### config.mk
export PLATFORM = sky130hd
export DESIGN_NAME = clap_detect
export DESIGN_NICKNAME = d
export VERILOG_FILES = /design/src/rtl/clap_detect.sv
export SDC_FILE = /design/constraint.sdc
export NUM_CORES = 1
export LEC_CHECK = 0
export CAP_MARGIN = 10
export CORE_MARGIN = 1.5
export CORE_UTILIZATION = 63
export CTS_CLUSTER_DIAMETER = 30
export DETAILED_ROUTE_END_ITERATION = 7
export DONT_BUFFER_PORTS = 1
export GPL_TIMING_DRIVEN = 0
export PLACE_DENSITY_LB_ADDON = 0.08
export RECOVER_POWER = 50
export SYNTH_ARGS = -nofsm -noshare
export SYNTH_HDL_FRONTEND = slang
export SYNTH_SLANG_ARGS = --single-unit
### constraint.sdc
create_clock -name clk_i -period 2.7 [get_ports clk_i]
set_input_delay 0.135 -clock clk_i [delete_from_list [all_inputs] [get_ports clk_i]]
set_output_delay 0.135 -clock clk_i [all_outputs]
set_load 0.01 [all_outputs]
### src/rtl/clap_detect.sv
// Double-clap qualifier: flags two loud samples that are separated by a blanking gap and fall inside a bounded window.
// Latency: clap_set_o pulses one cycle after the second hit is sampled; there is no backpressure and samples are taken whenever valid.
module clap_detect #(
    parameter int W             = 12,
    parameter int THRESH        = 1024,
    parameter int BLANK_CYCLES  = 5000000,
    parameter int WINDOW_CYCLES = 40000000
) (
    input  logic         clk_i,
    input  logic         rst_i,
    input  logic [W-1:0] sample_i,
    input  logic         sample_valid_i,
    output logic         clap_set_o,
    output logic         armed_o,
    output logic [1:0]   state_o
);

    localparam int MAXC = (BLANK_CYCLES > WINDOW_CYCLES) ? BLANK_CYCLES : WINDOW_CYCLES;
    localparam int CW   = (MAXC > 1) ? $clog2(MAXC) : 1;
    localparam logic [CW-1:0] BLANK_LOAD = CW'(BLANK_CYCLES - 1);
    localparam logic [CW-1:0] WIN_LOAD   = CW'(WINDOW_CYCLES - 1);
    localparam logic [W-1:0]  TH         = W'(THRESH);

    typedef enum logic [1:0] {
        IDLE   = 2'd0,
        BLANK1 = 2'd1,
        WAIT2  = 2'd2,
        BLANK2 = 2'd3
    } state_t;

    state_t        r_state;
    logic [CW-1:0] r_cnt;
    logic          r_clap;
    logic          r_armed;
    logic [W-1:0]  w_mag;
    logic          w_hit;

    // Two's-complement negate of the most negative code yields 2^(W-1) as an unsigned value.
    assign w_mag = sample_i[W-1] ? ((~sample_i) + W'(1)) : sample_i;
    assign w_hit = sample_valid_i & (w_mag >= TH);

    always_ff @(posedge clk_i) begin
        if (rst_i) begin
            r_state <= IDLE;
            r_cnt   <= '0;
            r_clap  <= 1'b0;
            r_armed <= 1'b0;
        end else begin
            r_clap <= 1'b0;
            case (r_state)
                IDLE: begin
                    if (w_hit) begin
                        r_state <= BLANK1;
                        r_cnt   <= BLANK_LOAD;
                        r_armed <= 1'b1;
                    end
                end
                BLANK1: begin
                    if (r_cnt == '0) begin
                        r_state <= WAIT2;
                        r_cnt   <= WIN_LOAD;
                    end else begin
                        r_cnt <= r_cnt - CW'(1);
                    end
                end
                WAIT2: begin
                    // A hit on the final window cycle still counts.
                    if (w_hit) begin
                        r_state <= BLANK2;
                        r_cnt   <= BLANK_LOAD;
                        r_clap  <= 1'b1;
                        r_armed <= 1'b0;
                    end else if (r_cnt == '0) begin
                        r_state <= IDLE;
                        r_armed <= 1'b0;
                    end else begin
                        r_cnt <= r_cnt - CW'(1);
                    end
                end
                BLANK2: begin
                    if (r_cnt == '0) begin
                        r_state <= IDLE;
                    end else begin
                        r_cnt <= r_cnt - CW'(1);
                    end
                end
                default: begin
                    r_state <= IDLE;
                    r_armed <= 1'b0;
                end
            endcase
        end
    end

    assign clap_set_o = r_clap;
    assign armed_o    = r_armed;
    assign state_o    = r_state;

endmodule

==> impl_metrics.csv, run 1 <==
group,metric,value,unit
power,leakage,0.8120,nW
synth,synth_adder_area_share,2.352,%
power,p_total,1.608,mW
timing,setup_viol,0,
power,p_per_area,700.8,mW/mm^2
placed_design,placed_cell_area,0.002183,mm^2
route,firstDrtPassIters,6,
placed_design,portBuffers,0,
die,ioPinCount,19,
synth,synth-xor-area-share,0.8230,%
critical_path,rrSetupSlack,170,ps
synth,synth_simple_gate_area_share,33.16,%
synth,seq_area_frac_synth,28.22,%
route,drt_iter0_drc,270,
layout,nets,288,
global_routing,grt_pass1_vias,1925,
worst_hold_path,worstHoldEndpoint,"r_cnt[25]",
route,vias,2183,
synth,yosysTopAreaCell,"dfxtp_1",
timing,maxSlewViolCount,0,
die,die_width,61.12,um
placed_design,globalplace.congestion,0.9490,
die,design.die.area,0.003736,mm^2
synth,yosys-top-cells-area,"dfxtp_1 (28%), nor3_1 (4.5%), nor2_1 (3.9%), o21ai_0 (3.5%), a21oi_1 (3.1%)",
die,die_h,61.12,um
critical_path,r2r-start,"r_cnt[8]",
run,maxCapViolations,0,
placed_design,place_inst,301,
run_status,status,"finished, final reports clean",
placed_design,pre_cts_ws,2.174,ps
clock_network,clock-root-buffer,"clkbuf_4",
layout,area_delta_synth_final,7.819,%
synth,synth_area,0.002128,mm^2
layout,stdcell_area,0.002295,mm^2
synth,syn_nets,276,
worst_hold_path,min_path_type,"in -> reg",
critical_path,cp_slowest_stage_delay,450,ps
clock_network,cts.sinks,30,
global_routing,grt_usage,33.91,%
global_routing,gr-total-overflow,0,
route,wirelength,5780,um
die,rows,20,
timing,slew_headroom,39.86,%
route,routedWlPerCell,18.41,um
die,start_util,68.04,%
critical_path,ff2ff_path_depth,9,
synth,synth.distinct_cells,66,
die,core_area,0.003128,mm^2
synth,synth_most_common_cell,"dfxtp_1",
synth,synth_compound_area_share,29.57,%
timing,hold_viol_final,0,
synth,synthArstFlopShare,0,%
timing,min_period_over_period,93.77,%
critical_path,worstSetupStartpointType,"flop",
synth,synthMuxAreaShare,0.4703,%
critical_path,crit_required,2940,ps
timing,skew,14.18,ps
global_routing,grt_antenna_before_repair,0,
critical_path,cp.arrival,2770,ps
worst_hold_path,holdPathStages,3,
synth,synth_enable_flop_cells,0,
timing,setup_tns,0,ps
critical_path,crit_type,"reg -> reg",
clock_network,cts_buffer_depth,2,
layout,fin_cells,314,
synth,synth-seq-cells,30,
timing,max_freq,395.0,MHz
critical_path,rr_endpoint,"r_cnt[0]",
route,ant_nets,0,
critical_path,worstPathCellList,"buf_2 -> nor4_4 -> nand3_4 -> nor2_4 -> inv_2 -> clkbuf_1 -> ha_1 -> nor3_1 -> a2111oi_1",
global_routing,grt_max_degree,11,
layout,drive_gt1_share,15.56,%
critical_path,critPathBufInv,3,
timing,rsz0062_at_grt,"no",
critical_path,cp_slowest_cell,"nor4_4",
route,vias_per_cell,6.952,
clock_network,htree_levels,2,
power,irDropWorstVdd,0.0004742,V
placed_design,dp_hpwl,3974,um
synth,synth_top_area_share,28.22,%
critical_path,end_kind,"flop",
layout,n_antenna_cell,0,
synth,syn_inst,257,
route,drcViolationCount,0,
synth,synth_common_cells,"dfxtp_1 (30), nor2_1 (22), nor3_1 (19)",
synth,synth-main-ff-cell,"dfxtp_1",
clock_network,worstSkewPairLatency,350,ps
timing,tightest_slew,897.9,ps
worst_hold_path,hold_start,"rst_i",
synth,syn_area_per_cell,8.281,um^2
layout,n_fill_cell,253,
timing,min_period,2532,ps
global_routing,grt_pass1_wl,9280,um
timing,worst_slack,168.1,ps
clock_network,cts_buffers,5,
clock_network,clkTransAtPathRegs,110,ps
synth,synth_top_family_by_area,"simple AND/OR/NAND/NOR gates",
synth,yosys_warnings,0,
critical_path,crit_family,"simple AND/OR/NAND/NOR gates",
critical_path,worstPathMaxFanout,10,
clock_network,cts_tree,"built",
[routing by layer]
metal | routed length [um] | vias up | global-route usage [%]
li1 | - | 1026 | -
met1 | 2405 | 1003 | 43.11
met2 | 2620 | 129 | 52.89
met3 | 525 | 25 | 8.824
met4 | 228 | 0 | 17.39
met5 | 0 | - | 0
[state kept, by name, indices dropped and copies added, names as in the netlist]
signal      flops
armed_o         1
r_cnt          26
clap_set_o      1
state_o         2
[cell type report]
type	count	area [um^2]	share of cell area [%]
buffer	13	70.07	3.053
tap	44	55.05	2.399
inverter	12	45.04	1.963
clock inverter	1	5.005	0.2181
multi-input combinational	202	1424	62.05
clock buffer	7	55.05	2.399
sequential	30	600.6	26.17
timing repair buffer	5	40.04	1.745
[layout by cell type (no fill, tap or decap), types with 2 or more instances in the layout]
cell type   n
inv_1      11
a21oi_1    13
o21ai_0    15
o22ai_1     5
nand3b_1    6
or3_1       4
or4_4       2
nor3_1     19
a31oi_1     6
nor4b_2     3
a31oi_2     2
buf_2       5
nand3_1     8
a211oi_1    2
a211o_1     2
nand4_1     3
o2111ai_1   2
o211ai_1    5
ha_1        4
and3_1      3
nand2_1    16
buf_6       2
xnor2_1     2
clkbuf_1    7
nor4_1      5
a311oi_1    4
nor2_1     22
or3b_2      2
o31a_1      4
clkbuf_4    5
dfxtp_1    30
and3b_1     2
buf_4       4
nor4_4      3
or4_1       4
nand2b_1    3
[worst max path at each step]
stage               endpoint  slack [ps]  depth (start not counted)     start
finish              r_cnt[0]         170                          9  r_cnt[8]
global route        r_cnt[0]           2                          9  r_cnt[8]
CTS                 r_cnt[0]          30                          9  r_cnt[8]
detailed placement  r_cnt[0]           2                         10  r_cnt[0]
global placement    r_cnt[0]          20                         10  r_cnt[0]
floorplan           r_cnt[0]         500                         10  r_cnt[0]
[worst reg2reg max path, delay by kind of cell, from the launching register on]
family,cells,cell delay [ps]
AND/OR/NAND/NOR,4,930
buffers and inverters,3,510
adder cells (fa/ha/maj),1,370
flip-flops,1,310
AO/OA/AOI/OAI,1,300
[where the power goes]
part,leakage [nW],total [mW],internal (mW),switching (mW)
sequential,0.245,0.550,0.487,0.0631
combinational,0.532,0.752,0.272,0.480
clock,0.0353,0.306,0.126,0.180
total,0.812,1.61,0.885,0.723
[metrics by stage]
| step | hold slack [ps] | util [%] |
|---|---|---|
| floorplan | 327.9 | - |
| global route | 134.0 | 73.36 |
| finish | 100.7 | 73.36 |
| global placement | 354.9 | 69.80 |
| detailed placement | 353.7 | 69.80 |
| CTS | 104.0 | 72.44 |
[logic make-up (layout without fill, tap and decap cells)]
logic type | after synthesis | in the layout
fa+ha+maj | 4 | 4
xor+xnor | 2 | 2
flops | 30 | 30
buf+inv | 25 | 38
mux | 1 | 1
compound gates | 81 | 81
simple gates | 114 | 114
[what timing repair did]
action	4_1_cts	5_1_grt
endpoints found under the setup margin	1	1
endpoints found under the hold margin	4	0
hold buffers	1	0
buffers inserted	0	4
pin swaps	0	2
gates cloned	0	0
gates resized for setup	2	2
(Power assumes the default switching activity.)
==> inputs of run 2 (changes only) <==
--- a/config.mk
+++ b/config.mk
@@ -5,9 +5,10 @@
 export SDC_FILE = /design/constraint.sdc
 export NUM_CORES = 1
 export LEC_CHECK = 0
+export ABC_AREA = 1
 export CAP_MARGIN = 10
 export CORE_MARGIN = 1.5
-export CORE_UTILIZATION = 63
+export CORE_UTILIZATION = 68
 export CTS_CLUSTER_DIAMETER = 30
 export DETAILED_ROUTE_END_ITERATION = 7
 export DONT_BUFFER_PORTS = 1
==> constraint.sdc (replaced) <==
create_clock -name clk_i -period 3.1 [get_ports clk_i]
set_input_delay 0.155 -clock clk_i [delete_from_list [all_inputs] [get_ports clk_i]]
set_output_delay 0.155 -clock clk_i [all_outputs]
set_load 0.01 [all_outputs]
==> run 2 against run 1 <==
Total power shrank 28%. Final cell count grew 28%. Non-clock buffer count shrank 9. Synthesized area grew 2.6%.
==> impl_metrics.csv, run 2 <==
group,metric,value,unit
global_routing,grt_pass1_vias,1927,
synth,synth.distinct_cells,31,
clock_network,cts_buffer_depth,2,
clock_network,htree_levels,2,
layout,final_cell_mix,"nand2_1 (74), nor2_1 (65), inv_1 (37)",
die,rows,20,
clock_network,post_cts_buffers,0,
clock_network,worstSkewPairLatency,350,ps
power,p_per_area,502.3,mW/mm^2
critical_path,worstPathCellList,"inv_1 -> ha_1 -> nand4_1 -> nor2_1 -> nand2_2 -> clkbuf_1 -> nand2_1 -> a21oi_1 -> nor2_1 -> nor2_1",
global_routing,gr-total-overflow,0,
critical_path,worstPathMaxFanout,10,
timing,tightest_slew,514.4,ps
layout,regArea,600.6,um^2
synth,synth-main-ff-cell,"dfxtp_1",
critical_path,worstSetupStartpointType,"flop",
placed_design,dp_hpwl,4201,um
layout,final_common_cell,"nand2_1",
layout,nets,377,
power,p_clk_share,22.2,%
critical_path,crit_required,3390,ps
layout,multiInputGateArea,0.001384,mm^2
critical_path,cp_slowest_stage_delay,410,ps
placed_design,pre_cts_ws,1267,ps
run_status,status,"finished, final reports clean",
timing,maxSlewViolCount,0,
power,power_frac_comb,38.0,%
layout,n_antenna_cell,0,
power,p_int,674.1,uW
layout,area_delta_synth_final,4.928,%
synth,syn_inst,351,
route,wirelength,5621,um
timing,min_period_over_period,63.11,%
power,seqPwrFrac,39.8,%
synth,synth_enable_flop_cells,0,
die,die_width,59.67,um
route,vias_per_cell,5.598,
synth,yosysTopAreaCell,"dfxtp_1",
route,ant_nets,0,
timing,slew_headroom,65.71,%
global_routing,grt_usage,33.60,%
synth,syn_area_per_cell,6.220,um^2
synth,synth_top_area_share,27.51,%
timing,setup_tns,0,ps
global_routing,grt_use_met1,45.27,%
synth,syn_nets,370,
route,firstDrtPassIters,5,
route,drt_iter0_drc,145,
layout,stdcell_area,0.002291,mm^2
placed_design,place_inst,395,
synth,seq_area_frac_synth,27.51,%
timing,worst_slack,1144,ps
power,p_total,1.151,mW
route,routedWlPerCell,13.95,um
placed_design,placed_cell_area,0.002238,mm^2
die,ioPinCount,19,
timing,skew,9.771,ps
die,start_util,71.52,%
synth,synth-seq-cells,30,
global_routing,grt_max_degree,11,
timing,setup_viol,0,
die,design.die.area,0.003560,mm^2
synth,synth_common_cells,"nand2_1 (74), nor2_1 (65), inv_1 (35)",
timing,rsz0062_at_grt,"no",
synth,yosys_warnings,0,
placed_design,globalplace.congestion,1.004,
power,irDropWorstVdd,0.0002973,V
power,p_sw_share,41.42,%
clock_network,cts.sinks,30,
die,core_area,0.003053,mm^2
critical_path,cp_common_cell,"nor2_1",
layout,top_register,"r_cnt",
route,vias,2256,
power,switching_power,476.6,uW
placed_design,portBuffers,0,
global_routing,use_met2,49.84,%
clock_network,cts_hold_buf,0,
synth,synth_most_common_cell,"nand2_1",
clock_network,cts_tree,"built",
layout,fin_cells,403,
die,die_h,59.67,um
layout,drive_gt1_share,11.14,%
clock_network,cts_buffers,5,
route,drcViolationCount,0,
clock_network,clkTransAtPathRegs,100,ps
synth,synthArstFlopShare,0,%
synth,yosys-top-cells-area,"dfxtp_1 (28%), nand2_1 (13%), nor2_1 (11%), inv_1 (6.0%), nand3_1 (5.7%)",
critical_path,crit_type,"reg -> reg",
timing,max_freq,511.1,MHz
synth,synth_area,0.002183,mm^2
critical_path,cp.arrival,2250,ps
timing,min_period,1956,ps
global_routing,grt_pass1_wl,8873,um
clock_network,clock-root-buffer,"clkbuf_4",
critical_path,end_kind,"flop",
global_routing,gr-max-usage-layer,"met2",
global_routing,globalRouteMet3Util,8.658,%
worst_hold_path,min_path_type,"in -> reg",
timing,hold_viol_final,0,
layout,n_fill_cell,279,
layout,largest_reg_flops,26,
global_routing,grt_antenna_before_repair,0,
clock_network,cts_resized,0,
power,leakage,1.064,nW
run,maxCapViolations,0,
critical_path,cp_slowest_cell,"clkbuf_1",
-- run 2: final cells by class --
type	count	area share (%)
multi-input combinational	273	60.40
sequential	30	26.22
inverter	39	6.390
clock buffer	7	2.403
tap	44	2.403
buffer	9	1.966
clock inverter	1	0.2185
-- run 2: worst max-delay path, delay by kind of cell (launching register included) --
kind,cells,cell delay (ps)
flops,1,360
simple gates,6,570
compound gates,1,190
fa+ha+maj,1,260
buf+inv,2,530
-- run 2: layer usage --
| metal | up-vias | routed length [um] |
|---|---|---|
| met5 | - | 0 |
| met4 | 0 | 157 |
| met3 | 16 | 490 |
| met2 | 102 | 2452 |
| met1 | 1003 | 2520 |
| li1 | 1135 | - |
-- run 2: cell families after synthesis --
family	share of synthesized area, %
compound gates	11.18
xor+xnor	6.017
fa+ha+maj	2.292
buf+inv	9.112
flops	27.51
simple gates	43.90
-- run 2: per-stage QoR --
stage               util (%)  hold slack [ps]
floorplan                  -            405.0
global placement       73.32            462.2
global route           75.04            189.4
CTS                    75.29            157.9
detailed placement     73.32            461.6
finish                 75.04            178.8
-- run 2: final timing paths --
kind                            slack [ps]  cells after the start           start   endpoint
worst min register to register         520                      2       r_cnt[24]  r_cnt[24]
worst max-delay path                  1140                     10        r_cnt[0]  r_cnt[19]
worst max register to register        1140                     10        r_cnt[0]  r_cnt[19]
worst min-delay path                   180                      4  sample_valid_i   r_cnt[3]
-- run 2: power groups by stage --
| stage | combinational, mW | clock (mW) | sequential [mW] |
|---|---|---|---|
| after floorplan | 0.353 | 0 | 0.454 |
| after global placement | 0.420 | 0 | 0.464 |
| after detailed placement | 0.430 | 0 | 0.465 |
| after CTS | 0.433 | 0.257 | 0.457 |
| after global routing | 0.485 | 0.271 | 0.462 |
| final | 0.437 | 0.255 | 0.458 |
==> inputs of run 3 (changes only) <==
--- a/config.mk
+++ b/config.mk
@@ -5,10 +5,10 @@
 export SDC_FILE = /design/constraint.sdc
 export NUM_CORES = 1
 export LEC_CHECK = 0
-export ABC_AREA = 1
+export ABC_AREA = 0
 export CAP_MARGIN = 10
 export CORE_MARGIN = 1.5
-export CORE_UTILIZATION = 68
+export CORE_UTILIZATION = 57
 export CTS_CLUSTER_DIAMETER = 30
 export DETAILED_ROUTE_END_ITERATION = 7
 export DONT_BUFFER_PORTS = 1
==> constraint.sdc (replaced) <==
create_clock -name clk_i -period 1.6 [get_ports clk_i]
set_input_delay 0.08 -clock clk_i [delete_from_list [all_inputs] [get_ports clk_i]]
set_output_delay 0.08 -clock clk_i [all_outputs]
set_load 0.01 [all_outputs]
==> run 3 against run 2 <==
The flow now finishes with violations (negative setup slack). Combinational power rose to 4.6 times the previous value. Sequential share of layout area fell by 4.4 points. Largest power group is now combinational cells. Total power increased to 3.1 times the previous value.
==> impl_metrics.csv, run 3 (same netlist as run 1, synthesis figures left out) <==
group,metric,value,unit
run_status,status,"finished with violations",
run_status,violations,"negative setup slack",
timing,tightest_slew,868.8,ps
timing,hold-worst-slack,2.655,ps
layout,regArea,625.6,um^2
clock_network,worstSkewPairLatency,290,ps
timing,max_freq,490.8,MHz
critical_path,crit_family,"simple AND/OR/NAND/NOR gates",
layout,final_cell_mix,"buf_4 (24), nor2_1 (20), dfxtp_1 (16)",
clock_network,clock-root-buffer,"clkbuf_8",
power,seqPwrFrac,27.9,%
layout,largest_reg_flops,26,
route,vias,2433,
power,p_sw_share,43.31,%
clock_network,cts_tree,"built",
run,maxCapViolations,0,
route,drt_iter0_drc,324,
layout,area_delta_synth_final,34.98,%
layout,multiInputGateArea,0.001732,mm^2
clock_network,cts_buffers,5,
timing,slew_headroom,41.86,%
route,routedWlPerCell,21.57,um
die,die_h,64.11,um
route,vias_per_cell,7.284,
placed_design,globalplace.congestion,0.9234,
timing,setup_tns,-8968,ps
worst_hold_path,min_path_type,"in -> reg",
power,switching_power,1.560,mW
layout,fin_cells,334,
timing,hold_viol_final,0,
route,wirelength,7204,um
timing,min_period,2037,ps
global_routing,grt_usage,34.74,%
critical_path,worstPathMaxFanout,2,
layout,nets,305,
layout,n_antenna_cell,0,
critical_path,cp_common_cell,"ha_4",
die,start_util,58.57,%
die,die_width,64.11,um
critical_path,worstPathCellList,"inv_4 -> ha_4 -> nor4b_4 -> nand4_2 -> nor2_4 -> inv_2 -> clkbuf_16 -> ha_4 -> nor3_2 -> a2111oi_2",
die,rows,22,
route,ant_nets,0,
clock_network,cts.sinks,30,
global_routing,grt_antenna_before_repair,0,
layout,n_fill_cell,230,
power,power_frac_comb,55.7,%
critical_path,cp_slowest_cell,"dfxtp_4",
timing,skew,8.579,ps
power,p_int,2.042,mW
global_routing,grt_pass1_wl,10980,um
power,leakage,1.003,nW
timing,maxSlewViolCount,0,
critical_path,critPathBufInv,3,
critical_path,crit_type,"reg -> reg",
timing,worst_slack,-437.4,ps
layout,drive_gt1_share,38.81,%
layout,fin_util,79.06,%
critical_path,end_kind,"flop",
placed_design,place_inst,305,
power,p_clk_share,16.5,%
route,firstDrtPassIters,5,
clock_network,clkTransAtPathRegs,70,ps
route,drcViolationCount,0,
clock_network,htree_levels,2,
timing,rsz0062_at_grt,"yes",
placed_design,portBuffers,0,
layout,final_common_cell,"buf_4",
timing,min_period_over_period,127.3,%
global_routing,grt_pass1_vias,2166,
critical_path,cp.arrival,2210,ps
layout,top_register,"r_cnt",
global_routing,gr-total-overflow,0,
critical_path,cp_slowest_stage_delay,360,ps
die,design.die.area,0.004109,mm^2
critical_path,crit_required,1770,ps
die,core_area,0.003633,mm^2
power,p_per_area,1254,mW/mm^2
clock_network,cts_buffer_depth,2,
critical_path,worstSetupStartpointType,"flop",
power,irDropWorstVdd,0.0007656,V
timing,setup_viol,29,
die,ioPinCount,19,
placed_design,dp_hpwl,4378,um
global_routing,grt_max_degree,11,
[run 3: cell type report]
class,instances,share of cell area [%]
Multi-Input combinational cell,202,60.28
Sequential cell,30,21.78
Timing Repair Buffer,25,7.970
Buffer,10,3.484
Clock buffer,7,2.657
Tap cell,48,2.091
Inverter,12,1.742
[run 3: worst min-delay path: cells and delay by family]
family / cells / cell delay, ps
simple gates: 1 / 50
compound gates: 2 / 120
[run 3: power groups by stage]
stage / Sequential [mW] / Clock (mW) / Combinational (mW)
2_1_floorplan: 0.923 / 0 / 1.02
6_report: 1.00 / 0.593 / 2.01
5_1_grt: 1.01 / 0.617 / 2.11
3_3_place_gp: 0.946 / 0 / 1.29
4_1_cts: 0.974 / 0.585 / 1.73
3_5_place_dp: 0.949 / 0 / 1.29
[run 3: path summary, 6_finish.rpt]
kind / startpoint / to / slack (ps) / cells past startpoint
worst max-delay path: r_cnt[0] / r_cnt[0] / -440 / 10
worst min-delay path: rst_i / r_cnt[20] / 3 / 3
worst min register to register: r_cnt[24] / r_cnt[24] / 490 / 1
worst max register to register: r_cnt[0] / r_cnt[0] / -440 / 10
[run 3: what timing repair did]
action,CTS,global route
pin swaps,18,12
buffers inserted,18,7
endpoints found under the hold margin,0,0
gates cloned,1,0
hold buffers,0,0
endpoints found under the setup margin,29,29
gates resized for setup,50,27
[run 3: stage by stage]
step	power, mW	area (um^2)	setup WS (ps)
finish	3.602	2873	-437.4
global route	3.734	2873	-507.2
CTS	3.293	2736	-445.5
detailed placement	2.241	2287	-770.4
global placement	2.238	2287	-804.4
floorplan	1.942	2227	-422.3
[run 3: routing by layer]
layer  routed length [um]  up-vias  track usage [%]
li1                     -     1068                -
met1                 2901     1165            45.78
met2                 3356      175            53.78
met3                  773       25            8.099
met4                  172        0            15.96
met5                    0        -                0
